<file path="src/rtl/rxfifo_pkg.sv">
// Shared constants for the receive path: default FIFO depth and the byte width
// used by rxshift, txshift and rxfifo.
package rxfifo_pkg;

    localparam int RX_WIDTH = 8;
    localparam int RX_DEPTH = 8;

    function automatic int cnt_width(input int depth);
        return $clog2(depth) + 1;
    endfunction

endpackage

</file>
<file path="src/rtl/rxfifo_if.sv">
// Host-side bundle of rxfifo: byte capture inputs from rxshift, host pop/clear
// requests and the buffered read data with status flags.
interface rxfifo_if
    import rxfifo_pkg::*;
#(
    parameter int DEPTH = RX_DEPTH,
    parameter int WIDTH = RX_WIDTH
);
    localparam int CW = cnt_width(DEPTH);

    logic [WIDTH-1:0] i_Data;
    logic             i_Done;
    logic             i_Read;
    logic             i_Clear_Ovr;
    logic [WIDTH-1:0] o_Data;
    logic             o_Valid;
    logic             o_Full;
    logic [CW-1:0]    o_Count;
    logic             o_Overrun;

    modport slave (
        input  i_Data, i_Done, i_Read, i_Clear_Ovr,
        output o_Data, o_Valid, o_Full, o_Count, o_Overrun
    );

    modport master (
        output i_Data, i_Done, i_Read, i_Clear_Ovr,
        input  o_Data, o_Valid, o_Full, o_Count, o_Overrun
    );
endinterface

</file>
<file path="src/rtl/rxfifo_mem.sv">
// DEPTH x WIDTH register array: synchronous write, asynchronous read.
// Contents are intentionally not reset.
module rxfifo_mem
    import rxfifo_pkg::*;
#(
    parameter int DEPTH = RX_DEPTH,
    parameter int WIDTH = RX_WIDTH,
    localparam int AW   = $clog2(DEPTH)
) (
    input  logic             i_Pclk,
    input  logic             wr_en,
    input  logic [AW-1:0]    wr_addr,
    input  logic [WIDTH-1:0] wr_data,
    input  logic [AW-1:0]    rd_addr,
    output logic [WIDTH-1:0] rd_data
);
    logic [WIDTH-1:0] mem [DEPTH];

    always_ff @(posedge i_Pclk) begin
        if (wr_en) begin
            mem[wr_addr] <= wr_data;
        end
    end

    assign rd_data = mem[rd_addr];
endmodule

</file>
<file path="src/rtl/rxfifo.sv">
// Receive byte FIFO behind rxshift: one write per rising edge of i_Done,
// first-word-fall-through read, occupancy status and a sticky overrun flag.
module rxfifo
    import rxfifo_pkg::*;
#(
    parameter int DEPTH = RX_DEPTH,
    parameter int WIDTH = RX_WIDTH
) (
    input  logic   i_Pclk,
    input  logic   i_Reset,
    rxfifo_if.slave bus
);
    localparam int AW = $clog2(DEPTH);
    localparam int CW = cnt_width(DEPTH);
    localparam logic [CW-1:0] FULL_CNT = CW'(DEPTH);

    logic [AW-1:0] wr_ptr;
    logic [AW-1:0] rd_ptr;
    logic [CW-1:0] count;
    logic          r_Done_d;
    logic          overrun;

    logic empty, full, wr_evt, rd_evt, wr_ok, drop;

    assign empty  = (count == '0);
    assign full   = (count == FULL_CNT);
    assign wr_evt = bus.i_Done & ~r_Done_d;
    assign rd_evt = bus.i_Read & ~empty;
    // When full, a same-cycle pop frees the slot the write lands in.
    assign wr_ok  = wr_evt & (~full | rd_evt);
    assign drop   = wr_evt & full & ~rd_evt;

    always_ff @(posedge i_Pclk or posedge i_Reset) begin
        if (i_Reset) begin
            wr_ptr   <= '0;
            rd_ptr   <= '0;
            count    <= '0;
            r_Done_d <= 1'b1;
            overrun  <= 1'b0;
        end else begin
            r_Done_d <= bus.i_Done;
            if (wr_ok) begin
                wr_ptr <= wr_ptr + 1'b1;
            end
            if (rd_evt) begin
                rd_ptr <= rd_ptr + 1'b1;
            end
            if (wr_ok && !rd_evt) begin
                count <= count + 1'b1;
            end else if (rd_evt && !wr_ok) begin
                count <= count - 1'b1;
            end
            if (drop) begin
                overrun <= 1'b1;
            end else if (bus.i_Clear_Ovr) begin
                overrun <= 1'b0;
            end
        end
    end

    rxfifo_mem #(
        .DEPTH (DEPTH),
        .WIDTH (WIDTH)
    ) u_mem (
        .i_Pclk  (i_Pclk),
        .wr_en   (wr_ok),
        .wr_addr (wr_ptr),
        .wr_data (bus.i_Data),
        .rd_addr (rd_ptr),
        .rd_data (bus.o_Data)
    );

    assign bus.o_Valid   = ~empty;
    assign bus.o_Full    = full;
    assign bus.o_Count   = count;
    assign bus.o_Overrun = overrun;
endmodule
</file>
<file path="src/flat_wrapper.sv">
// flat-port wrapper written by rule: the top's interface ports become plain ports
module rxfifo_flat import rxfifo_pkg::*;
#(
    parameter int DEPTH = RX_DEPTH,
    parameter int WIDTH = RX_WIDTH
)
  (i_Pclk, i_Reset, bus_i_Data, bus_i_Done, bus_i_Read, bus_i_Clear_Ovr, bus_o_Data, bus_o_Valid, bus_o_Full, bus_o_Count, bus_o_Overrun);
  rxfifo_if #(.DEPTH(DEPTH), .WIDTH(WIDTH)) bus_i ();
  input  logic i_Pclk;
  input  logic i_Reset;
  input wire logic [$bits(bus_i.i_Data)-1:0] bus_i_Data;
  input wire logic [$bits(bus_i.i_Done)-1:0] bus_i_Done;
  input wire logic [$bits(bus_i.i_Read)-1:0] bus_i_Read;
  input wire logic [$bits(bus_i.i_Clear_Ovr)-1:0] bus_i_Clear_Ovr;
  output wire logic [$bits(bus_i.o_Data)-1:0] bus_o_Data;
  output wire logic [$bits(bus_i.o_Valid)-1:0] bus_o_Valid;
  output wire logic [$bits(bus_i.o_Full)-1:0] bus_o_Full;
  output wire logic [$bits(bus_i.o_Count)-1:0] bus_o_Count;
  output wire logic [$bits(bus_i.o_Overrun)-1:0] bus_o_Overrun;
  assign bus_i.i_Data = bus_i_Data;
  assign bus_i.i_Done = bus_i_Done;
  assign bus_i.i_Read = bus_i_Read;
  assign bus_i.i_Clear_Ovr = bus_i_Clear_Ovr;
  assign bus_o_Data = bus_i.o_Data;
  assign bus_o_Valid = bus_i.o_Valid;
  assign bus_o_Full = bus_i.o_Full;
  assign bus_o_Count = bus_i.o_Count;
  assign bus_o_Overrun = bus_i.o_Overrun;
  rxfifo #(.DEPTH(DEPTH), .WIDTH(WIDTH)) u_core (.i_Pclk(i_Pclk), .i_Reset(i_Reset), .bus(bus_i));
endmodule
</file>
<file path="config.mk">
export PLATFORM = sky130hd
export DESIGN_NAME = rxfifo_flat
export DESIGN_NICKNAME = d
export VERILOG_FILES = /design/src/rtl/rxfifo_pkg.sv /design/src/rtl/rxfifo_if.sv /design/src/rtl/rxfifo_mem.sv /design/src/rtl/rxfifo.sv /design/src/flat_wrapper.sv
export SDC_FILE = /design/constraint.sdc
export NUM_CORES = 1
export LEC_CHECK = 0
export ABC_AREA = 1
export CAP_MARGIN = 10
export CORE_UTILIZATION = 40
export CTS_CLUSTER_SIZE = 14
export DETAILED_ROUTE_END_ITERATION = 6
export GPL_ROUTABILITY_DRIVEN = 0
export GPL_TIMING_DRIVEN = 0
export SLEW_MARGIN = 30
export SYNTH_ARGS = -nofsm -noshare
export SYNTH_HDL_FRONTEND = slang
export SYNTH_SLANG_ARGS = --single-unit
</file>
<file path="constraint.sdc">
create_clock -name i_Pclk -period 2.49 [get_ports i_Pclk]
set_input_delay 0.3735 -clock i_Pclk [delete_from_list [all_inputs] [get_ports i_Pclk]]
set_output_delay 0.3735 -clock i_Pclk [all_outputs]
set_load 0.02 [all_outputs]
</file>
==> results of run 1 <==
==> worst paths after layout <==
check                                        end  cells past startpoint  slack [ns]                  start
max                        u_core.bus.o_Count[3]                     12        0.18  u_core.bus.o_Count[0]
min                         u_core.bus.o_Overrun                      2        0.35                i_Reset
max reg2reg                u_core.bus.o_Count[3]                     12        0.18  u_core.bus.o_Count[0]
min reg2reg                 u_core.bus.o_Overrun                      2        0.54   u_core.bus.o_Overrun
max in group asynchronous  u_core.bus.o_Count[1]                      2        1.78                i_Reset
min in group i_Pclk              u_core.r_Done_d                      1        0.46             bus_i_Done
==> power by group <==
part	switching (mW)	internal [mW]	total, mW	leakage (nW)
Clock	0.439	0.658	1.10	0.115
Combinational	1.23	0.733	1.97	1.00
Sequential	0.134	1.53	1.67	0.722
Total	1.81	2.92	4.73	1.84
==> registers in the layout, indices dropped and copies added (netlist names) <==
name                  count
u_core.u_mem.mem         64
u_core.bus.o_Count        4
u_core.rd_ptr             3
u_core.bus.o_Overrun      1
u_core.r_Done_d           1
u_core.wr_ptr             3
==> synth_stat cells <==
master / instances
xor2_1: 1
nand3_1: 9
xnor2_1: 4
ha_1: 5
inv_2: 1
nor4_1: 1
nand3b_1: 1
or2_2: 1
buf_6: 3
buf_2: 5
inv_1: 47
buf_4: 3
clkbuf_1: 1
o21ai_0: 2
dfrtp_1: 11
dfstp_2: 1
nand4_1: 1
o22ai_1: 1
nand2_1: 131
edfxtp_1: 64
fa_1: 1
nand2_2: 1
nor2_1: 76
==> cell type report <==
cell class | count | area [sq um]
clock buffers | 10 | 128
repair buffers | 30 | 283
well taps | 105 | 131
plain buffers | 11 | 81.3
multi-input cells | 235 | 1000
inverters | 48 | 180
flip-flops and latches | 76 | 2230
fillers | 782 | 4210
clock inverters | 6 | 103
==> kinds of logic (layout without fill, tap and decap cells) <==
logic type | count (synthesis) | after routing | synth area share [%]
fa+ha+maj | 6 | 6 | 2.37
flops | 76 | 76 | 63.8
xor+xnor | 5 | 5 | 1.26
buf+inv | 60 | 105 | 7.61
simple gates | 221 | 221 | 24.5
compound gates | 3 | 3 | 0.467
==> stage by stage <==
stage	hold slack, ns	std cells	power [mW]	setup TNS (ns)	cell area (sq um)
6_report	0.350	521	4.73	0	4130
5_1_grt	0.396	521	5.07	0	4130
4_1_cts	0.353	518	4.75	0	4100
3_5_place_dp	0.530	503	3.74	-2.45	3890
3_3_place_gp	0.516	503	3.70	-0.577	3890
2_1_floorplan	0.237	371	3.01	0	3490
==> metal layers <==
layer / routed length (um) / share of wire, % / vias up
li1: - / - / 1231
met1: 3500 / 47 / 1081
met2: 3580 / 48 / 43
met3: 260 / 3.5 / 12
met4: 153 / 2.0 / 0
met5: 0 / 0 / -
==> timing repair <==
item,in CTS,in global routing
gates resized for setup,8,3
setup buffers,0,3
pin swaps,0,2
endpoints found under the setup margin,8,1
cloned,0,0
==> summary.md, run 1 <==
The family with the most delay on the worst path is simple AND/OR/NAND/NOR gates. In this run, CTS created clock tree buffers numbering 9. During synthesis, Yosys emitted a total of 0 warnings. Setup repair after global routing left no endpoint under its margin. The standard cell with the maximum stage delay on the critical path was dfrtp_2. The final route contains 2367 vias. The run gives 430 as the total number of nets in the final design. The number of buffers on the longest clock path came out at 2. For this block, the initial DRC count from the detailed router was 138. The CTS sink count is 76, and the number of flip-flops and latches in the synthesized netlist is 76. The number of global-route vias before repair was 2335.

The tools report the global-route track usage on met3 as 2.47%. The synthesized area was 0.00349 sq mm. The number of buffer and inverter instances along the worst setup path was 2; the placeable core region was 0.00834 sq mm.

The critical path arrival is 2.55 ns. The initial utilization of the core area, before any placement, comes to 41.8%. The logs give 63.8% for the sequential-to-total area share from yosys stat and 29.5% for the met2 track demand over resource in global routing.

For the number of standard cells after synthesis, the log shows 371. STA classifies the critical path endpoint as a register. The actual transition at the worst max-transition pin was 0.952 ns; the count of buffers from port buffering was 27. The diode insertion count for antenna repair was 0; the post-detailed-placement half-perimeter wirelength was 4700 um. The flow ran to the end, and the final reports show no timing, DRC or antenna violations. In this run the core area contains 33 standard-cell rows. Setup violations remaining at the end of the flow were counted as 0. Required time at the endpoint of the critical path: 2.73 ns.

The final critical delay including setup and external delays came out at 2.31 ns. The tree is rooted in a clkbuf_8. In the layout the commonest cells are 131 x nand2_1, 74 x nor2_1, 64 x edfxtp_1.

Traced cell by cell, the critical path runs through nor2_1 -> nand4_1 -> nand2_2 -> inv_1 -> ha_1 -> inv_2 -> ha_1 -> or2_2 -> nand2_1 -> nand2_1 -> nand3_1 -> nand2_1. The detailed-route vias per instance came out at 4.54. Setup slack closes at 0.183 ns. In this run the worst hold path is classified as input pin to async pin.

TritonCTS built the clock tree. The largest voltage drop on the vdd net was 0.503 mV. The number of hold buffers added after CTS was 0. The number of nets handed over by synthesis was 390.

The die is 95.4 um tall. The run gives 433 MHz as the top achievable clock speed. Of all nets on the critical path, the largest fanout is 6. In the routed design, unresolved DRC markers number 0. The tools report the final clock skew as 0.00525 ns.

The post-route clock period utilization was 92.7%; the largest net degree at the start of global routing was 13. The global-route wire length before repair is 11800 um. The library cell used most frequently in the layout, excluding fill and tap cells, is nand2_1. The largest stage delay on the critical path is 0.46 ns. Number of hold violations in the final report: 0.

The tools report the placement-stage worst setup slack as -0.234 ns. In the final routed layout, each cell accounts on average for 14.4 um. The mean instance size in the synthesized netlist was 9.40 sq um. The die covers 0.00909 sq mm. The logs give 0 for the max-cap check violation count and 0 for the remaining number of nets flagged by the antenna check after routing. In this run, distinct cell masters in the synthesized netlist total 23. The type of element launching the critical path was a register.

Measured on the finished design, the core utilization comes to 49.6%. The total power per unit cell area was 1140 mW/mm^2; the max-slew violation count was 0. edfxtp_1 takes more of the synthesized area than any other cell. The H-tree depth reported by CTS was 3; the total length of routed wires was 7500 um. Sorting the synthesized cells by area gives the leading types as edfxtp_1 55%, nand2_1 14%, nor2_1 8.2%. The cell type with the highest occurrence count on the critical path was nand2_1.

The run gives 24.6% as the met1 usage. The layer flagged by global routing as most heavily used is met2. The headroom to the max-slew limit is 36.3%. Global routing finished with a remaining overflow of 0. The die is 95.4 um wide.

The clock latency at the later pin of the worst-skew pair was 0.34 ns. Fraction of post-synthesis cell area in the top cell type by area: 55.1%. Cells with a size suffix above 1 make up 8.65% of the layout. Relative to the synthesized area, the layout overhead comes to 18.6%. In this run the count of I/O pins placed on the die edge is 28. Clock-pin slew was measured on the worst setup and hold paths at 0.08 ns. The run gives 5 as the number of iterations in the first detailed-routing pass. The classification of the worst setup path is register to register.

The initial antenna violation count was 0; the leakage power figure was 1.84 nW. For this run, the total global-route usage over all layers was measured as 18.5%.
Note: power is estimated with default switching activity, not from simulation.
==> run 2: changes to the inputs <==
--- a/config.mk
+++ b/config.mk
@@ -7,11 +7,12 @@
 export LEC_CHECK = 0
 export ABC_AREA = 1
 export CAP_MARGIN = 10
-export CORE_UTILIZATION = 40
+export CORE_UTILIZATION = 50
 export CTS_CLUSTER_SIZE = 14
 export DETAILED_ROUTE_END_ITERATION = 6
 export GPL_ROUTABILITY_DRIVEN = 0
 export GPL_TIMING_DRIVEN = 0
+export PLACE_DENSITY = 0.7
 export SLEW_MARGIN = 30
 export SYNTH_ARGS = -nofsm -noshare
 export SYNTH_HDL_FRONTEND = slang
==> summary.md, run 2 (synthesis gave the netlist of run 1 again) <==
In this run the clock root is driven by a clkbuf_8. The number of flip-flops in the largest register is 64 (unchanged), and the number of placed cells counting well taps is 478 (-5.0%). The post-route clock period utilization works out to 93.9% (+1.2 points).

Number of hold violations in the final report: 0 (unchanged). The logs give 0 (unchanged) for the diode insertion count for antenna repair and 37.7% (+1.4 points) for the headroom to the max-slew limit. The horizontal extent of the die was 85.5 um (-10%). STA classifies the critical path startpoint as a register.

The required time at the endpoint of the critical path was 2.72 ns (about the same); the largest net degree at the start of global routing was 14 (+1). The logs give 4 (-1) for the number of iterations in the first detailed-routing pass and 0.15 ns (-0.03 ns) for the worst-case register-to-register setup slack. The tightest min-delay check is of the input pin to async pin type. The total length of routed wires came out at 7130 um (-4.8%). The logs give 0.569 mV (+13%) for the largest voltage drop on the vdd net and 428 MHz (-1.3%) for the top achievable clock speed. For the number of buffers on the longest clock path, the log shows 2 (unchanged).

In this run the critical register-to-register path is launched from u_core.bus.o_Count[0]. The max-cap check violation count was 0 (unchanged). The clock buffer count from CTS came out at 9 (unchanged). The area growth from synthesis to layout is 17.0%. The iteration-0 DRC count of the detailed router is 164 (+19%), and the fill cell instance count of the final layout is 584 (-25%).

For the total DRC errors in the routed layout, the log shows 0 (unchanged). The run gives 60.4% (+11 points) as the final core utilization. The clock-pin slew reported for the worst setup and hold paths after clock tree synthesis came out at 0.07 ns (about the same). STA classifies the critical path endpoint as a register. The logs give 0 (unchanged) for the number of setup violations in the final report and 4580 um (-2.6%) for the post-detailed-placement half-perimeter wirelength. For the row count, the log shows 30 (-9.1%). Actual transition at the worst max-transition pin: 0.930 ns (-0.0213 ns). In this run the critical register-to-register path is captured at u_core.bus.o_Count[3]. The final critical delay including setup and external delays is 2.34 ns (+0.0307 ns), and the clock latency at the later pin of the worst-skew pair is 0.34 ns (about the same).

The flow ran to the end, and the final reports show no timing, DRC or antenna violations. The initial cell density of the core came out at 51.6% (+9.8 points). The routed wire length per instance works out to 14.4 um (+0.15%). The tools report the leakage power figure as 1.86 nW (+1.4%). The remaining number of nets flagged by the antenna check after routing is 0 (unchanged).

The tools report the number of global-route vias before repair as 2380 (+1.9%). Total of hold buffers inserted after clock tree synthesis: 0 (unchanged). The post-layout instance count excluding filler cells came out at 495 (-5.0%). Most frequent standard cell in the layout excluding fill and tap cells: nand2_1.

The number of I/O pins is 28 (unchanged), and the height of the die is 85.5 um (-10%). The initial antenna violation count is 0 (unchanged), and the placeable core region is 0.00676 sq mm (-19%). The tools report the critical path arrival as 2.57 ns (+0.02 ns). In the layout the commonest cells are 131 x nand2_1, 75 x nor2_1, 64 x edfxtp_1. The top fanout value on the critical path was 6 (unchanged); the CTS sink count was 76 (unchanged). Global-route wire length before repair: 11400 um (-3.8%). TritonCTS built the clock tree.

Area of the die: 0.00731 sq mm (-20%). The count of buffers from port buffering is 27 (unchanged). The global-route usage over all layers was 21.3% (+2.8 points); the number of cell instances on the worst register-to-register path was 12 (unchanged).

The total power per unit cell area is 1120 mW/mm^2 (-2.4%), and the total number of nets in the final design is 429 (-0.23%). For the via total after detailed routing, the log shows 2413 (+1.9%). The total global routing overflow came out at 0 (unchanged).

The final clock skew was 0.00668 ns (+0.00143 ns). Classification of the worst setup path: register to register. Counting flops per register, the top entry is u_core.u_mem.mem. The final hold slack came out at 0.341 ns (-0.00896 ns). The detailed-route vias per instance came out at 4.87 (+7.3%).

The fraction of layout instances using a drive strength above 1 was 8.43% (-0.22 points). The H-tree depth reported by CTS was 3 (unchanged); the max-slew violation count was 0 (unchanged).
[run 2: layout make-up]
class / count / area [sq um] / area share (%)
Clock inverter: 7 / 67.6 / 1.66
Multi-Input combinational cell: 235 / 1000 / 24.5
Sequential cell: 76 / 2220 / 54.6
Timing Repair Buffer: 29 / 298 / 7.30
Clock buffer: 9 / 124 / 3.04
Inverter: 48 / 180 / 4.42
Buffer: 11 / 83.8 / 2.06
Tap cell: 80 / 100 / 2.45
[run 2: power breakdown]
part | switching, mW | total (mW) | leakage, nW | internal [mW]
clock | 0.447 | 0.904 | 0.0926 | 0.457
combinational | 1.20 | 1.98 | 1.05 | 0.776
sequential | 0.140 | 1.67 | 0.724 | 1.53
total | 1.79 | 4.55 | 1.86 | 2.77
[run 2: worst max-delay path: stages (launching register included)]
cell and delay, ns:
dfrtp_2 0.46, nor2_2 0.13, nand4_1 0.27, nand2_2 0.21
inv_1 0.06, ha_1 0.21, inv_2 0.09, ha_1 0.25
or2_2 0.31, nand2_1 0.07, nand2_1 0.04, nand3_1 0.06
nand2_1 0.05
[run 2: routing by layer]
metal | global-route usage (%) | wire length [um]
met4 | 14.4 | 210
met1 | 26.7 | 3100
met5 | 0 | 0
met2 | 33.5 | 3460
met3 | 4.23 | 366
[run 2: how the worst max path moves through the flow]
stage | start | to | slack (ns) | cells past startpoint
4_1_cts | u_core.rd_ptr[0] | bus_o_Data[7] | 0.009 | 8
5_1_grt | u_core.bus.o_Count[0] | u_core.bus.o_Count[3] | -0.001 | 12
2_1_floorplan | u_core.bus.o_Count[0] | u_core.bus.o_Count[3] | 0.21 | 11
3_5_place_dp | bus_i_Read | u_core.bus.o_Count[3] | -0.25 | 13
3_3_place_gp | bus_i_Read | u_core.bus.o_Count[3] | -0.20 | 13
6_report | u_core.bus.o_Count[0] | u_core.bus.o_Count[3] | 0.15 | 12
[run 2: through the flow]
stage	TNS, ns	worst slack, ns	instance area (sq um)	power (mW)
floorplan	0	0.215	3490	3.01
global placement	-0.202	-0.202	3860	3.67
detailed placement	-0.893	-0.249	3860	3.71
CTS	0	0.00902	4040	4.59
global route	-0.00138	-0.00138	4080	4.87
finish	0	0.152	4080	4.55
[run 2: what timing repair did]
item | CTS | global route
setup endpoints to repair | 8 | 7
pin swaps | 0 | 2
resized for setup | 2 | 10
buffers inserted | 0 | 2
